File: config.mk
export PLATFORM = sky130hd
export DESIGN_NAME = seg_display_driver
export DESIGN_NICKNAME = d
export VERILOG_FILES = /design/src/rtl/alu_disp_pkg.sv /design/src/rtl/bcd_to_seg.sv /design/src/rtl/seg_display_driver.sv
export SDC_FILE = /design/constraint.sdc
export NUM_CORES = 1
export LEC_CHECK = 0
export CAP_MARGIN = 20
export CORE_AREA = 4 4 133 135
export DETAILED_ROUTE_END_ITERATION = 10
export DIE_AREA = 0 0 137 139
export PLACE_DENSITY = 0.63
export SLEW_MARGIN = 20
export SYNTH_ARGS = -nofsm -noshare
export SYNTH_HDL_FRONTEND = slang
export SYNTH_SLANG_ARGS = --single-unit
File: constraint.sdc
create_clock -name clk -period 8.2 [get_ports clk]
set_input_delay 1.23 -clock clk [delete_from_list [all_inputs] [get_ports clk]]
set_output_delay 1.23 -clock clk [all_outputs]
set_load 0.01 [all_outputs]
File: src/rtl/alu_disp_pkg.sv
// Shared types and constants for the ALU display stage: FSM states,
// active-low 7-segment codes (bit order gfedcba) and BCD helpers.
package alu_disp_pkg;

    // Conversion sequencer states
    typedef enum logic [1:0] {
        IDLE  = 2'd0,
        SHIFT = 2'd1,
        STORE = 2'd2,
        DONE  = 2'd3
    } disp_state_e;

    // One BCD digit is a nibble; three digits cover magnitudes up to 999
    localparam int BCD_W       = 4;
    localparam int BCD_DIGITS  = 3;
    localparam int BCD_FIELD_W = BCD_W * BCD_DIGITS;

    // Special segment patterns
    localparam logic [6:0] SEG_BLANK = 7'h7F;
    localparam logic [6:0] SEG_DASH  = 7'h3F;

    // Segment codes for digits 0..9, entry [d] is the pattern for digit d
    localparam logic [9:0][6:0] SEG_DIGITS = {
        7'h10, 7'h00, 7'h78, 7'h02, 7'h12,
        7'h19, 7'h30, 7'h24, 7'h79, 7'h40
    };

    // Double-dabble correction: a nibble of 5 or more gets 3 added so that
    // the following left shift carries correctly into the next decade
    function automatic logic [BCD_W-1:0] bcd_adjust(input logic [BCD_W-1:0] nib);
        logic [BCD_W-1:0] res;
        if (nib >= 4'd5) begin
            res = nib + 4'd3;
        end else begin
            res = nib;
        end
        return res;
    endfunction

endpackage

File: src/rtl/bcd_to_seg.sv
// Combinational BCD digit to active-low 7-segment decoder.
// Codes above 9 are not decimal digits and show as a dash.
module bcd_to_seg
    import alu_disp_pkg::*;
(
    input  logic [3:0] i_digit,
    output logic [6:0] o_seg
);

    // Table lookup for legal digits, dash for anything else
    always_comb begin
        o_seg = SEG_DASH;
        if (i_digit <= 4'd9) begin
            o_seg = SEG_DIGITS[i_digit];
        end else begin
            o_seg = SEG_DASH;
        end
    end

endmodule

File: src/rtl/seg_display_driver.sv
// Display stage for the basic ALU: converts the A, B and C magnitudes to
// decimal one at a time with a shift-add-3 engine and presents all six
// digits on a single edge once the third value has been converted.
module seg_display_driver
    import alu_disp_pkg::*;
#(
    parameter int MAG_W = 6
) (
    input  logic             clk,
    input  logic             reset,
    input  logic             load,
    input  logic [MAG_W-1:0] a_mag,
    input  logic [MAG_W-1:0] b_mag,
    input  logic [MAG_W-1:0] c_mag,
    output logic             busy,
    output logic             done,
    output logic [6:0]       gex_A1,
    output logic [6:0]       gex_A2,
    output logic [6:0]       gex_B1,
    output logic [6:0]       gex_B2,
    output logic [6:0]       gex_C1,
    output logic [6:0]       gex_C2
);

    // Shift register holds the BCD field above the binary magnitude
    localparam int SR_W = BCD_FIELD_W + MAG_W;
    localparam logic [3:0] CNT_INIT = 4'(MAG_W);

    disp_state_e r_state;
    disp_state_e w_state_nxt;

    logic [MAG_W-1:0] r_a;
    logic [MAG_W-1:0] r_b;
    logic [MAG_W-1:0] r_c;
    logic [1:0]       r_sel;
    logic [3:0]       r_cnt;
    logic [SR_W-1:0]  r_sreg;

    // Converted segment pairs {tens, ones} per value, published together
    logic [13:0] r_store_a;
    logic [13:0] r_store_b;
    logic [13:0] r_store_c;

    logic       r_busy;
    logic       r_done;
    logic [6:0] r_gex_a1;
    logic [6:0] r_gex_a2;
    logic [6:0] r_gex_b1;
    logic [6:0] r_gex_b2;
    logic [6:0] r_gex_c1;
    logic [6:0] r_gex_c2;

    logic [SR_W-1:0]  w_adjusted;
    logic [SR_W-1:0]  w_shifted;
    logic [3:0]       w_hund;
    logic [3:0]       w_tens;
    logic [3:0]       w_ones;
    logic [6:0]       w_seg_tens;
    logic [6:0]       w_seg_ones;
    logic [13:0]      w_pair;
    logic [MAG_W-1:0] w_next_mag;

    // Decoders shared by all three values; only the current one is decoded
    bcd_to_seg u_seg_tens (
        .i_digit (w_tens),
        .o_seg   (w_seg_tens)
    );

    bcd_to_seg u_seg_ones (
        .i_digit (w_ones),
        .o_seg   (w_seg_ones)
    );

    // One double-dabble step: correct each BCD nibble, then shift left by one
    always_comb begin
        w_adjusted = r_sreg;
        for (int k = 0; k < BCD_DIGITS; k++) begin
            w_adjusted[MAG_W + BCD_W*k +: BCD_W] = bcd_adjust(r_sreg[MAG_W + BCD_W*k +: BCD_W]);
        end
        w_shifted = w_adjusted << 1;
    end

    // Split the finished BCD field and pick the segment pair to store,
    // blanking a leading zero and dashing values that need a hundreds digit
    always_comb begin
        w_hund = r_sreg[MAG_W + 2*BCD_W +: BCD_W];
        w_tens = r_sreg[MAG_W + BCD_W   +: BCD_W];
        w_ones = r_sreg[MAG_W           +: BCD_W];
        w_pair = {w_seg_tens, w_seg_ones};
        if (w_hund != 4'd0) begin
            w_pair = {SEG_DASH, SEG_DASH};
        end else if (w_tens == 4'd0) begin
            w_pair = {SEG_BLANK, w_seg_ones};
        end else begin
            w_pair = {w_seg_tens, w_seg_ones};
        end
    end

    // Magnitude to convert after the current one (B after A, C after B)
    always_comb begin
        w_next_mag = r_a;
        case (r_sel)
            2'd0:    w_next_mag = r_b;
            2'd1:    w_next_mag = r_c;
            default: w_next_mag = r_a;
        endcase
    end

    // Next-state logic for the conversion sequencer
    always_comb begin
        w_state_nxt = r_state;
        case (r_state)
            IDLE: begin
                if (load) begin
                    w_state_nxt = SHIFT;
                end else begin
                    w_state_nxt = IDLE;
                end
            end
            SHIFT: begin
                if (r_cnt == 4'd1) begin
                    w_state_nxt = STORE;
                end else begin
                    w_state_nxt = SHIFT;
                end
            end
            STORE: begin
                if (r_sel == 2'd2) begin
                    w_state_nxt = DONE;
                end else begin
                    w_state_nxt = SHIFT;
                end
            end
            DONE:    w_state_nxt = IDLE;
            default: w_state_nxt = IDLE;
        endcase
    end

    // State register
    always_ff @(posedge clk) begin
        if (reset) begin
            r_state <= IDLE;
        end else begin
            r_state <= w_state_nxt;
        end
    end

    // Conversion datapath: capture, shift, and store per-value results
    always_ff @(posedge clk) begin
        if (reset) begin
            r_a       <= '0;
            r_b       <= '0;
            r_c       <= '0;
            r_sel     <= 2'd0;
            r_cnt     <= 4'd0;
            r_sreg    <= '0;
            r_store_a <= {SEG_BLANK, SEG_BLANK};
            r_store_b <= {SEG_BLANK, SEG_BLANK};
            r_store_c <= {SEG_BLANK, SEG_BLANK};
        end else begin
            case (r_state)
                IDLE: begin
                    if (load) begin
                        r_a    <= a_mag;
                        r_b    <= b_mag;
                        r_c    <= c_mag;
                        r_sel  <= 2'd0;
                        r_cnt  <= CNT_INIT;
                        r_sreg <= {{BCD_FIELD_W{1'b0}}, a_mag};
                    end
                end
                SHIFT: begin
                    r_sreg <= w_shifted;
                    r_cnt  <= r_cnt - 4'd1;
                end
                STORE: begin
                    case (r_sel)
                        2'd0:    r_store_a <= w_pair;
                        2'd1:    r_store_b <= w_pair;
                        default: r_store_c <= w_pair;
                    endcase
                    if (r_sel != 2'd2) begin
                        r_sel  <= r_sel + 2'd1;
                        r_cnt  <= CNT_INIT;
                        r_sreg <= {{BCD_FIELD_W{1'b0}}, w_next_mag};
                    end
                end
                DONE: begin
                    r_sel <= 2'd0;
                end
                default: begin
                    r_sel <= 2'd0;
                end
            endcase
        end
    end

    // Registered outputs: all six digits and the done pulse change together
    always_ff @(posedge clk) begin
        if (reset) begin
            r_busy   <= 1'b0;
            r_done   <= 1'b0;
            r_gex_a1 <= SEG_BLANK;
            r_gex_a2 <= SEG_BLANK;
            r_gex_b1 <= SEG_BLANK;
            r_gex_b2 <= SEG_BLANK;
            r_gex_c1 <= SEG_BLANK;
            r_gex_c2 <= SEG_BLANK;
        end else begin
            r_busy <= (w_state_nxt != IDLE);
            r_done <= (r_state == DONE);
            if (r_state == DONE) begin
                {r_gex_a1, r_gex_a2} <= r_store_a;
                {r_gex_b1, r_gex_b2} <= r_store_b;
                {r_gex_c1, r_gex_c2} <= r_store_c;
            end
        end
    end

    assign busy   = r_busy;
    assign done   = r_done;
    assign gex_A1 = r_gex_a1;
    assign gex_A2 = r_gex_a2;
    assign gex_B1 = r_gex_b1;
    assign gex_B2 = r_gex_b2;
    assign gex_C1 = r_gex_c1;
    assign gex_C2 = r_gex_c2;

endmodule

* Yosys cells after proc, flatten, opt, wreduce, memory -nomap -nowiden *
Memory sizes are Yosys's and may differ from the RTL's. A register that Yosys moved wholly into a read port is not among the register bits.
Index checks and enable logic that the tools add are counted.

cells by class
  muxes and demuxes = 27
  bitwise logic cells = 1
  reductions and logical operators = 14
  equal/unequal tests = 9
  order comparisons = 7
  add/sub/neg operators = 5

operators by type and width
  operator                                                     count
  one-hot mux 18 bit (3 select lines)                          1
  2-to-1 mux 18 bit                                            2
  2-to-1 mux 4 bit                                             8
  2-to-1 mux 14 bit                                            2
  2-to-1 mux 7 bit                                             4
  >= comparator 4 x 3 -> 1 bit (second input constant)         3
  one-hot mux 4 bit (3 select lines)                           1
  one-hot mux 6 bit (2 select lines)                           1
  less-than comparator 4 x 5 -> 1 bit (second input constant)  2
  adder 4 x 2 -> 4 bit (second input constant)                 2
  less-or-equal comparator 4 bit (second input constant)       2
  2-to-1 mux 2 bit                                             4
  one-hot mux 2 bit (4 select lines)                           1
  AND reduction 2 bit                                          4
  equality test 2 bit (second input constant)                  3
  != test 2 bit (second input constant)                        3
  one-hot mux 2 bit (3 select lines)                           1
  AND reduction 3 bit                                          2
  nonzero test 3 bit                                           2
  equality test 2 x 1 -> 1 bit (second input constant)         2
  equality test 4 x 1 -> 1 bit (second input constant)         1
  zero test 2 bit                                              2
  zero test 4 bit                                              1
  nonzero test 4 bit                                           1
  8 further kinds                                              8

word-level totals
  memories = 2
  bits of input ports = 21
  output and inout bits = 44
  bits in registers = 130
  memory bits (read-only) = 224

memories
  name              words  width  rd ports  clocked after Yosys merged registers in  wr ports  RTL line          source
  (name not given)  16     7      1         1                                        0         bcd_to_seg.sv:14  o_seg = SEG_DIGITS[i_digit];
  (name not given)  16     7      1         1                                        0         bcd_to_seg.sv:14

* Logic depth before layout (Yosys ltp) *
Gate-level depths: netlist of the first run.

  depth in word-level cells = 6
  mapped depth = 14

* Cells and area by module *
A second synthesis of the first run with hierarchy kept.

second synthesis, totals
  cells, all modules = 629
  area, all modules = 5790.6 um2

modules (own cells, without submodules)
  module              area each (um2)  cells an instance  seq. area each (um2)  times used
  seg_display_driver  5360.1           579                2602.5                1
  bcd_to_seg          215.2            25                 0.0                   2

* Worst setup path after synthesis of the first run *
No wires, ideal clock.

  path type = input to register
  start point = in load
  end point = reg with a tool-made name
  arrival time = 3058 ps
  buffers on the path = 2
  path slack = 5007 ps
  cell stages on the path = 9
  cell sequence = nor2b_1 -> or3_1 -> buf_6 -> clkbuf_1 -> a32o_1 -> ha_1 -> or3_1 -> o211ai_1 -> a22oi_1

RTL lines
  element             RTL line                  source
  start: declaration  seg_display_driver.sv:11  input logic load,

==> run_results.csv, run 1 <==
group,metric,value,unit
routing,detail_route.wl_per_cell,13.5,um
pwr,p_switching,0.000343,W
critical_path,crit_slowest_cell,"or3_1",
sta,rsz0062_at_grt,"false",
critical_path,start_kind,"input pin",
place,io_buffers,64,
routing,firstDrtPassIters,5,
critical_path,crit_family,"simple AND/OR/NAND/NOR gates",
synthesis,synth_top_area_share,0.479,
worst_hold_path,hp-class,"reg2reg",
synthesis,synth-seq-cells,144,
layout,layout_common_cells,"nand2_1 (155), dfxtp_1 (144), clkdlybuf4s50_1 (64)",
floorplan,core,16500,um2
routing,drt_iter0_drc,255,
synthesis,ys.warnings.count,0,
floorplan,ios,65,
routing,ant_nets,0,
critical_path,worstSetupPathType,"in2reg",
critical_path,cp_max_fo,23,
sta,hold_viol,0,
synthesis,mappedNetlistArea,6020,um2
synthesis,syn_inst,663,
clocking,numCtsBuffers,17,
sta,worstMarginPinSlew,919,ps
sta,slew_headroom,0.386,
status,status,"completed",
pwr,p_int,0.00116,W
grt,grtUsageTotal,0.137,
grt,grt_max_degree,90,
pwr,vdd_ir_drop_max,0.156,mV
clocking,cts_resized,0,
clocking,ctsLongestPathBuffers,2,
synthesis,synth_edf_count,0,
clocking,cts.sinks,144,
synthesis,yosys.area.top_type,"dfxtp_1",
clocking,clkLatencyLatePin,420,ps
pwr,pwr-share-seq,0.476,
clocking,htree_levels,4,
synthesis,avgSynthCellArea,9.08,um2
floorplan,dieArea,19000,um2
sta,clock.fmax,269,MHz
synthesis,synthTopCellsByArea,"dfxtp_1 (48%), nand2_1 (9.7%), mux2i_1 (8.1%)",
clocking,cts_tree,"done",
layout,drive_above_1_share,0.0651,
grt,grt_first_pass_wirelength,21.2,mm
synthesis,ys_types,53,
critical_path,crit_buf_inv,2,
layout,area_growth_syn_to_layout,22.1,%
routing,post-route-drc-count,0,
sta,slew_viol_final,0,
place,hpwl,8.67,mm
sta,period_needed,3710,ps
floorplan,rows,47,
floorplan,initial_core_util,0.366,
synthesis,yosysSeqAreaShare,0.479,
pwr,pwr-share-clk,0.480,
pwr,power_density,205,nW/um2
pwr,power_leakage,2.98,nW
clocking,path_clk_slew,60,ps
sta,fin_crit_sh,0.453,
critical_path,cp_slowest_stage_delay,750,ps
grt,antenna_found_initial,0,
synthesis,async_flop_share,0,
floorplan,die_h,139,um
critical_path,worstSetupEndpointType,"flop",
clocking,postCtsSetupBuffers,0,
synthesis,syn-num-nets,711,
synthesis,synth_flop_cell,"dfxtp_1",
routing,vias,4660,
layout,finalNetCount,757,
routing,routed_wl,12.7,mm
layout,antenna_cells,0,
floorplan,die_x,137,um
place,place.gp.congestion,0.778,
pwr,comb_power_share,0.044,
run,drv_cap,0,
critical_path,worstPathArrival,4040,ps
sta,setup_tns,0,ps
grt,grt_pass1_vias,4471,
clocking,cts_hold_buf,0,
layout,final_common_cell,"nand2_1",
pwr,switching_share,0.227,
clocking,cts_root_buf,"clkbuf_16",
routing,via_per_inst,4.95,
sta,skew,6.01,ps
critical_path,critical_path_required,8520,ps
pwr,total_power,0.00151,W
grt,grt_remaining_overflow,0,
critical_path,cp_cell_sequence,"clkdlybuf4s50_1 > nor2b_1 > or3_1 > nand2_1 > a21o_1 > ha_1 > inv_1 > nor4_1",
sta,setup_viol,0,
-- tightest hold or removal path, cell delays in order, from the launching register on --
cell and delay (ps):
dfxtp_1 310, nand2_1 50, a21oi_1 50
-- area by class of cell --
class | instances | area (um2)
flip-flops and latches | 144 | 2880
well taps | 220 | 275
fillers | 1595 | 9110
inverters | 27 | 101
clock buffers | 21 | 450
multi-input cells | 451 | 2860
repair buffers | 68 | 671
clock inverters | 11 | 110
-- final timing paths --
kind         startpoint     end  slack (ps)  cells past startpoint
min reg2reg      r_c[1]  r_c[1]         460                      2
min              r_c[1]  r_c[1]         460                      2
max reg2reg  r_state[0]    flop        4900                      9
max                load    flop        4490                      8
-- per-layer routing --
metal,GRT usage,wire (um),part of all wire,up-vias
met3,0.0341,571,0.045,22
met4,0.0583,257,0.020,0
met2,0.218,5910,0.47,104
met5,0,0,0,-
li1,-,-,-,2380
met1,0.176,5950,0.47,2154
-- sequential cells by signal, summed over array words and instances, names as in the netlist, named ones only --
name / cells
r_sreg: 18
r_state: 2
gex_C2: 7
gex_B2: 7
gex_A1: 7
gex_C1: 7
done: 1
r_c: 6
r_store_b: 14
r_store_c: 14
r_store_a: 14
r_b: 6
r_sel: 2
r_cnt: 4
gex_B1: 7
r_a: 6
gex_A2: 7
busy: 1
-- cells in the mapped netlist (6+ instances only) --
master / n
a21oi_1: 35
a22oi_1: 10
clkbuf_1: 34
dfxtp_1: 144
ha_1: 27
inv_1: 26
mux2i_1: 49
nand2_1: 155
nand2b_1: 7
nand3_1: 7
nor2_1: 32
nor3_1: 7
o211ai_1: 40
o21ai_0: 9
o221ai_1: 6
-- power groups by stage --
stage          clock, W  combinational [W]  sequential [W]
2_1_floorplan         0          0.0000451        0.000731
3_3_place_gp          0          0.0000643        0.000732
3_5_place_dp          0          0.0000663        0.000733
4_1_cts        0.000743          0.0000665        0.000717
5_1_grt        0.000773          0.0000738        0.000718
6_report       0.000723          0.0000660        0.000718
-- through the flow --
step	instance area, um2	setup WS [ps]	hold slack, ps	cells	utilization
final	7350	4490	456	942	0.446
after global routing	7350	4250	473	942	0.446
after CTS	7350	4540	455	942	0.446
after detailed placement	6790	4090	447	910	0.412
after global placement	6790	4190	442	910	0.412
after floorplan	6020	5010	436	663	-
-- kinds of logic after synthesis --
group	count (synthesis)	synth area share
buffers and inverters	68	0.0462
xor gates and xnor gates	3	0.00437
AOI/OAI and AO/OA	132	0.156
DFF	144	0.479
muxes	51	0.0852
adders and majority gates	27	0.0561
and+or+nand+nor	238	0.173
(Power assumes the default switching activity.)
==> inputs of run 2 (changes only) <==
Settings changed: PLACE_DENSITY 0.63 to 0.65.
Clock period 8.2 ns to 3.2 ns, I/O delays scaled along.
==> run 2 against run 1 <==
Net effect: total power increased to 2.7 times the previous value; global-route usage is essentially flat; critical path type is now reg2reg; via count decreased by 0.77%; clock skew about the same; final area up 1.7%; hold slack worse by 0.67 ps; sequential share of layout area shrank 0.64 points; core utilization up 0.74 points; count of clock-buffer cells in the layout increased by 1; cell count rose by 0.85%; first-iteration DRC count increased by 4.7%.
==> run_results.csv, run 2 (synthesized netlist as in run 1, its figures left out) <==
group,metric,value,unit
status,status,"completed",
pwr,p_switching,0.000852,W
clocking,clkLatencyLatePin,410,ps
sta,skew,6.20,ps
floorplan,die_h,139,um
worst_hold_path,min_path_cells,2,
routing,vias,4624,
grt,grt_first_pass_wirelength,21.3,mm
clocking,cts_hold_buf,0,
pwr,vdd_ir_drop_max,0.370,mV
grt,grtUsageTotal,0.137,
layout,largest_reg_flops,18,
pwr,p_int,0.00324,W
sta,slew_viol_final,0,
routing,drt_iter0_drc,267,
pwr,total_power,0.00409,W
place,hpwl,8.53,mm
sta,setup_viol,0,
floorplan,ios,65,
clocking,cts_resized,0,
floorplan,initial_core_util,0.366,
run,drv_cap,0,
routing,ant_nets,0,
layout,largest-register,"r_sreg",
layout,nFillCells,1587,
layout,antenna_cells,0,
grt,grt_pass1_vias,4312,
clocking,postCtsSetupBuffers,0,
sta,slew_headroom,0.420,
sta,worstMarginPinSlew,868,ps
grt,grt_remaining_overflow,0,
clocking,cts_root_buf,"clkbuf_16",
critical_path,crit_slowest_cell,"ha_1",
layout,layout_common_cells,"nand2_1 (155), dfxtp_1 (144), clkdlybuf4s50_1 (64)",
routing,post-route-drc-count,0,
clocking,cts.sinks,144,
critical_path,crit_buf_inv,2,
clocking,htree_levels,4,
place,io_buffers,64,
critical_path,worstSetupPathType,"reg2reg",
critical_path,crit_cells,9,
clocking,ctsLongestPathBuffers,2,
grt,grt_max_degree,86,
pwr,pwr-share-clk,0.507,
pwr,switching_share,0.208,
critical_path,worstSetupEndpointType,"flop",
sta,hold_viol,0,
routing,routed_wl,12.6,mm
critical_path,cp_max_fo,15,
sta,fin_crit_sh,0.843,
floorplan,rows,47,
critical_path,r2r_cells,9,
sta,setup_tns,0,ps
sta,rsz0062_at_grt,"false",
sta,period_needed,2700,ps
pwr,power_leakage,3.05,nW
critical_path,cp_cell_sequence,"inv_1 > ha_1 > nand3b_1 > nor4_2 > a32o_1 > inv_1 > ha_1 > or2_1 > a21oi_1",
sta,clock.fmax,371,MHz
pwr,power_density,547,nW/um2
grt,antenna_found_initial,0,
critical_path,cp_slowest_stage_delay,570,ps
critical_path,worstPathArrival,3040,ps
layout,area_growth_syn_to_layout,24.2,%
place,place.gp.congestion,0.824,
floorplan,die_x,137,um
sta,holdWs,455,ps
clocking,numCtsBuffers,17,
critical_path,critical_path_required,3540,ps
routing,detail_route.wl_per_cell,13.2,um
critical_path,start_kind,"flop",
floorplan,dieArea,19000,um2
clocking,cts_tree,"done",
pwr,pwr-share-seq,0.449,
layout,drive_above_1_share,0.0753,
worst_hold_path,hp-class,"reg2reg",
floorplan,core,16500,um2
clocking,path_clk_slew,60,ps
routing,firstDrtPassIters,5,
critical_path,crit_family,"simple AND/OR/NAND/NOR gates",
routing,via_per_inst,4.87,
layout,finalNetCount,765,
pwr,comb_power_share,0.043,
layout,final_common_cell,"nand2_1",
==> run 2: worst paths after layout <==
kind | from | end | slack [ps]
hold / removal | r_sreg[2] | r_sreg[2] | 460
hold reg to reg | r_sreg[2] | r_sreg[2] | 460
setup / recovery | r_state[0] | flop | 500
setup reg to reg | r_state[0] | flop | 500
==> run 2: per-layer routing <==
metal / up-vias / share of wire / GRT usage
met3: 16 / 0.051 / 0.0359
met5: - / 0 / 0
met2: 103 / 0.45 / 0.210
met4: 0 / 0.012 / 0.0452
met1: 2115 / 0.49 / 0.188
li1: 2390 / - / -
==> run 2: power by group through the flow <==
| stage | Clock (W) | Combinational, W | Sequential (W) |
|---|---|---|---|
| 2_1_floorplan | 0 | 0.000115 | 0.00187 |
| 3_3_place_gp | 0 | 0.000177 | 0.00188 |
| 3_5_place_dp | 0 | 0.000178 | 0.00188 |
| 4_1_cts | 0.00212 | 0.000179 | 0.00184 |
| 5_1_grt | 0.00220 | 0.000197 | 0.00184 |
| 6_report | 0.00208 | 0.000177 | 0.00184 |
==> run 2: stage by stage <==
stage	cells	utilization	worst slack (ps)	instance area (um2)
after floorplan	663	-	308	6020
after global placement	918	0.416	426	6850
after detailed placement	918	0.416	368	6850
after CTS	950	0.454	498	7470
after global routing	950	0.454	251	7470
final	950	0.454	501	7470
==> run 2: cell type report <==
class	instances	area, um2	area share
well taps	220	275	0.0368
repair buffers	76	731	0.0978
clock buffers	22	464	0.0621
multi-input cells	451	2860	0.383
flip-flops and latches	144	2880	0.386
clock inverters	10	159	0.0213
inverters	27	101	0.0136
==> run 2: worst register-to-register path: cells and delay by family (launching register included) <==
family	cells	cell delay [ps]
buf+inv	2	210
simple gates	3	870
fa+ha+maj	2	750
flops	1	380
compound gates	2	430
==> inputs of run 3 (changes only) <==
Settings changed: PLACE_DENSITY 0.65 to 0.63.
Clock period 3.2 ns to 2.7 ns, I/O delays scaled along.
==> run 3 against run 2 <==
Net effect: hold slack got worse by 1.3 ps; non-clock buffer count up 11; routed wire length grew 3.1%; core utilization grew 0.37 points; total power grew 13%; register-to-register slack worse by 310 ps; sequential power increased by 18%; global-route usage rose by 0.41 points; count of clock-buffer cells in the layout down 3; first-iteration DRC count shrank 20%; sequential share of layout area decreased by 0.30 points; clock skew about the same.
==> run_results.csv, run 3 (synthesized netlist as in run 1, its figures left out) <==
group,metric,value,unit
layout,seq_area,2880,um2
clocking,cts_hold_buf,0,
sta,fin_ws,188,ps
critical_path,r2r_cells,9,
routing,routed_wl,13.0,mm
pwr,pwr-share-seq,0.471,
clocking,postCtsSetupBuffers,0,
grt,grt_max_degree,51,
place,hpwl,9.23,mm
pwr,switching_share,0.231,
layout,layout_common_cells,"nand2_1 (155), dfxtp_1 (143), clkdlybuf4s50_1 (64)",
critical_path,critical_path_required,2980,ps
sta,slew_viol_final,0,
place,place_area,6960,um2
clocking,htree_levels,4,
critical_path,worstPathArrival,2790,ps
status,status,"completed",
critical_path,cp_slowest_stage_delay,410,ps
floorplan,die_x,137,um
layout,finalNetCount,776,
floorplan,rows,47,
place,dp_slack,59.9,ps
sta,clock.fmax,398,MHz
sta,setup_tns,0,ps
sta,hold_viol,0,
clocking,clkLatencyLatePin,420,ps
worst_hold_path,worstHoldStart,"r_c[5]",
critical_path,crit_slowest_cell,"dfxtp_1",
clocking,path_clk_slew,60,ps
layout,multi_input_area,2890,um2
pwr,total_power,0.00463,W
sta,worstMarginPinSlew,632,ps
layout,area_growth_syn_to_layout,25.2,%
clocking,ctsLongestPathBuffers,2,
layout,antenna_cells,0,
grt,grt_pass1_vias,4659,
layout,largest_reg_flops,18,
grt,grt_first_pass_wirelength,21.9,mm
floorplan,ios,65,
grt,grtUsageTotal,0.141,
sta,period_needed,2510,ps
place,io_buffers,64,
sta,skew,6.10,ps
layout,design_area,7530,um2
pwr,p_switching,0.00107,W
routing,drt_iter0_drc,213,
floorplan,die_h,139,um
critical_path,cp_max_fo,4,
clocking,cts.sinks,144,
pwr,pwr-share-clk,0.482,
sta,holdWs,454,ps
clocking,numCtsBuffers,17,
pwr,power_leakage,3.09,nW
floorplan,initial_core_util,0.366,
floorplan,core,16500,um2
pwr,vdd_ir_drop_max,0.441,mV
routing,firstDrtPassIters,4,
grt,antenna_found_initial,0,
worst_hold_path,hold_path_end,"r_c[5]",
critical_path,r2r_slack,190,ps
run,drv_cap,0,
pwr,p_int,0.00356,W
place,place.gp.congestion,0.864,
clocking,cts_tree,"done",
floorplan,dieArea,19000,um2
sta,slew_headroom,0.578,
clocking,cts_root_buf,"clkbuf_16",
layout,drive_above_1_share,0.0999,
routing,ant_nets,0,
sta,setup_viol,0,
routing,post-route-drc-count,0,
pwr,comb_power_share,0.047,
sta,rsz0062_at_grt,"false",
worst_hold_path,min_path_cells,2,
routing,via_per_inst,4.88,
critical_path,worstSetupEndpointType,"flop",
critical_path,cp_cell_sequence,"inv_1 > ha_1 > nor2b_1 > or3_1 > a32o_2 > ha_4 > or3_1 > o211ai_1 > a22oi_1",
layout,final_common_cell,"nand2_1",
layout,nFillCells,1576,
routing,vias,4692,
critical_path,worstSetupPathType,"reg2reg",
worst_hold_path,hp-class,"reg2reg",
layout,largest-register,"r_sreg",
grt,grt_remaining_overflow,0,
critical_path,worstReg2RegStart,"r_state[1]",
critical_path,worst_path_most_repeated_cell,"or3_1",
clocking,cts_resized,0,
pwr,power_density,614,nW/um2
critical_path,start_kind,"flop",
routing,detail_route.wl_per_cell,13.5,um
sta,fin_crit_sh,0.931,
run 3: through the flow:
stage	utilization	cells
2_1_floorplan	-	663
3_3_place_gp	0.423	929
3_5_place_dp	0.423	929
4_1_cts	0.457	961
5_1_grt	0.458	961
6_report	0.458	961
run 3: area by class of cell:
class	count	share of cell area
clock buffer	19	0.0588
clock inverter	13	0.0168
inverter	27	0.0135
multi-input combinational	451	0.384
sequential	144	0.383
tap	220	0.0365
timing repair buffer	87	0.108
run 3: worst max-delay path, delay by kind of cell (launching register included):
kind | cells | cell delay (ps)
adders and majority gates | 2 | 390
AOI/OAI and AO/OA | 3 | 560
DFF | 1 | 410
and+or+nand+nor | 3 | 880
buffers and inverters | 1 | 130
run 3: per-layer routing:
layer,up-vias,share of wire,wire (um),global-route usage
li1,2423,-,-,-
met1,2168,0.47,6150,0.181
met2,82,0.47,6150,0.229
met3,19,0.039,510,0.0366
met4,0,0.013,172,0.0520
met5,-,0,0,0
run 3: worst max path at each step:
stage / start / endpoint / slack (ps) / depth (start not counted)
detailed placement: load / flop / 60 / 10
CTS: r_state[1] / flop / 140 / 11
global route: r_state[1] / flop / 8 / 11
finish: r_state[1] / flop / 190 / 9
floorplan: r_state[0] / flop / -7 / 13
global placement: load / flop / 130 / 10
run 3: power groups by stage:
| stage | logic, W | clock network, W | registers (W) |
|---|---|---|---|
| 2_1_floorplan | 0.000140 | 0 | 0.00222 |
| 5_1_grt | 0.000245 | 0.00238 | 0.00218 |
| 3_3_place_gp | 0.000213 | 0 | 0.00222 |
| 4_1_cts | 0.000221 | 0.00228 | 0.00218 |
| 3_5_place_dp | 0.000219 | 0 | 0.00223 |
| 6_report | 0.000220 | 0.00223 | 0.00218 |
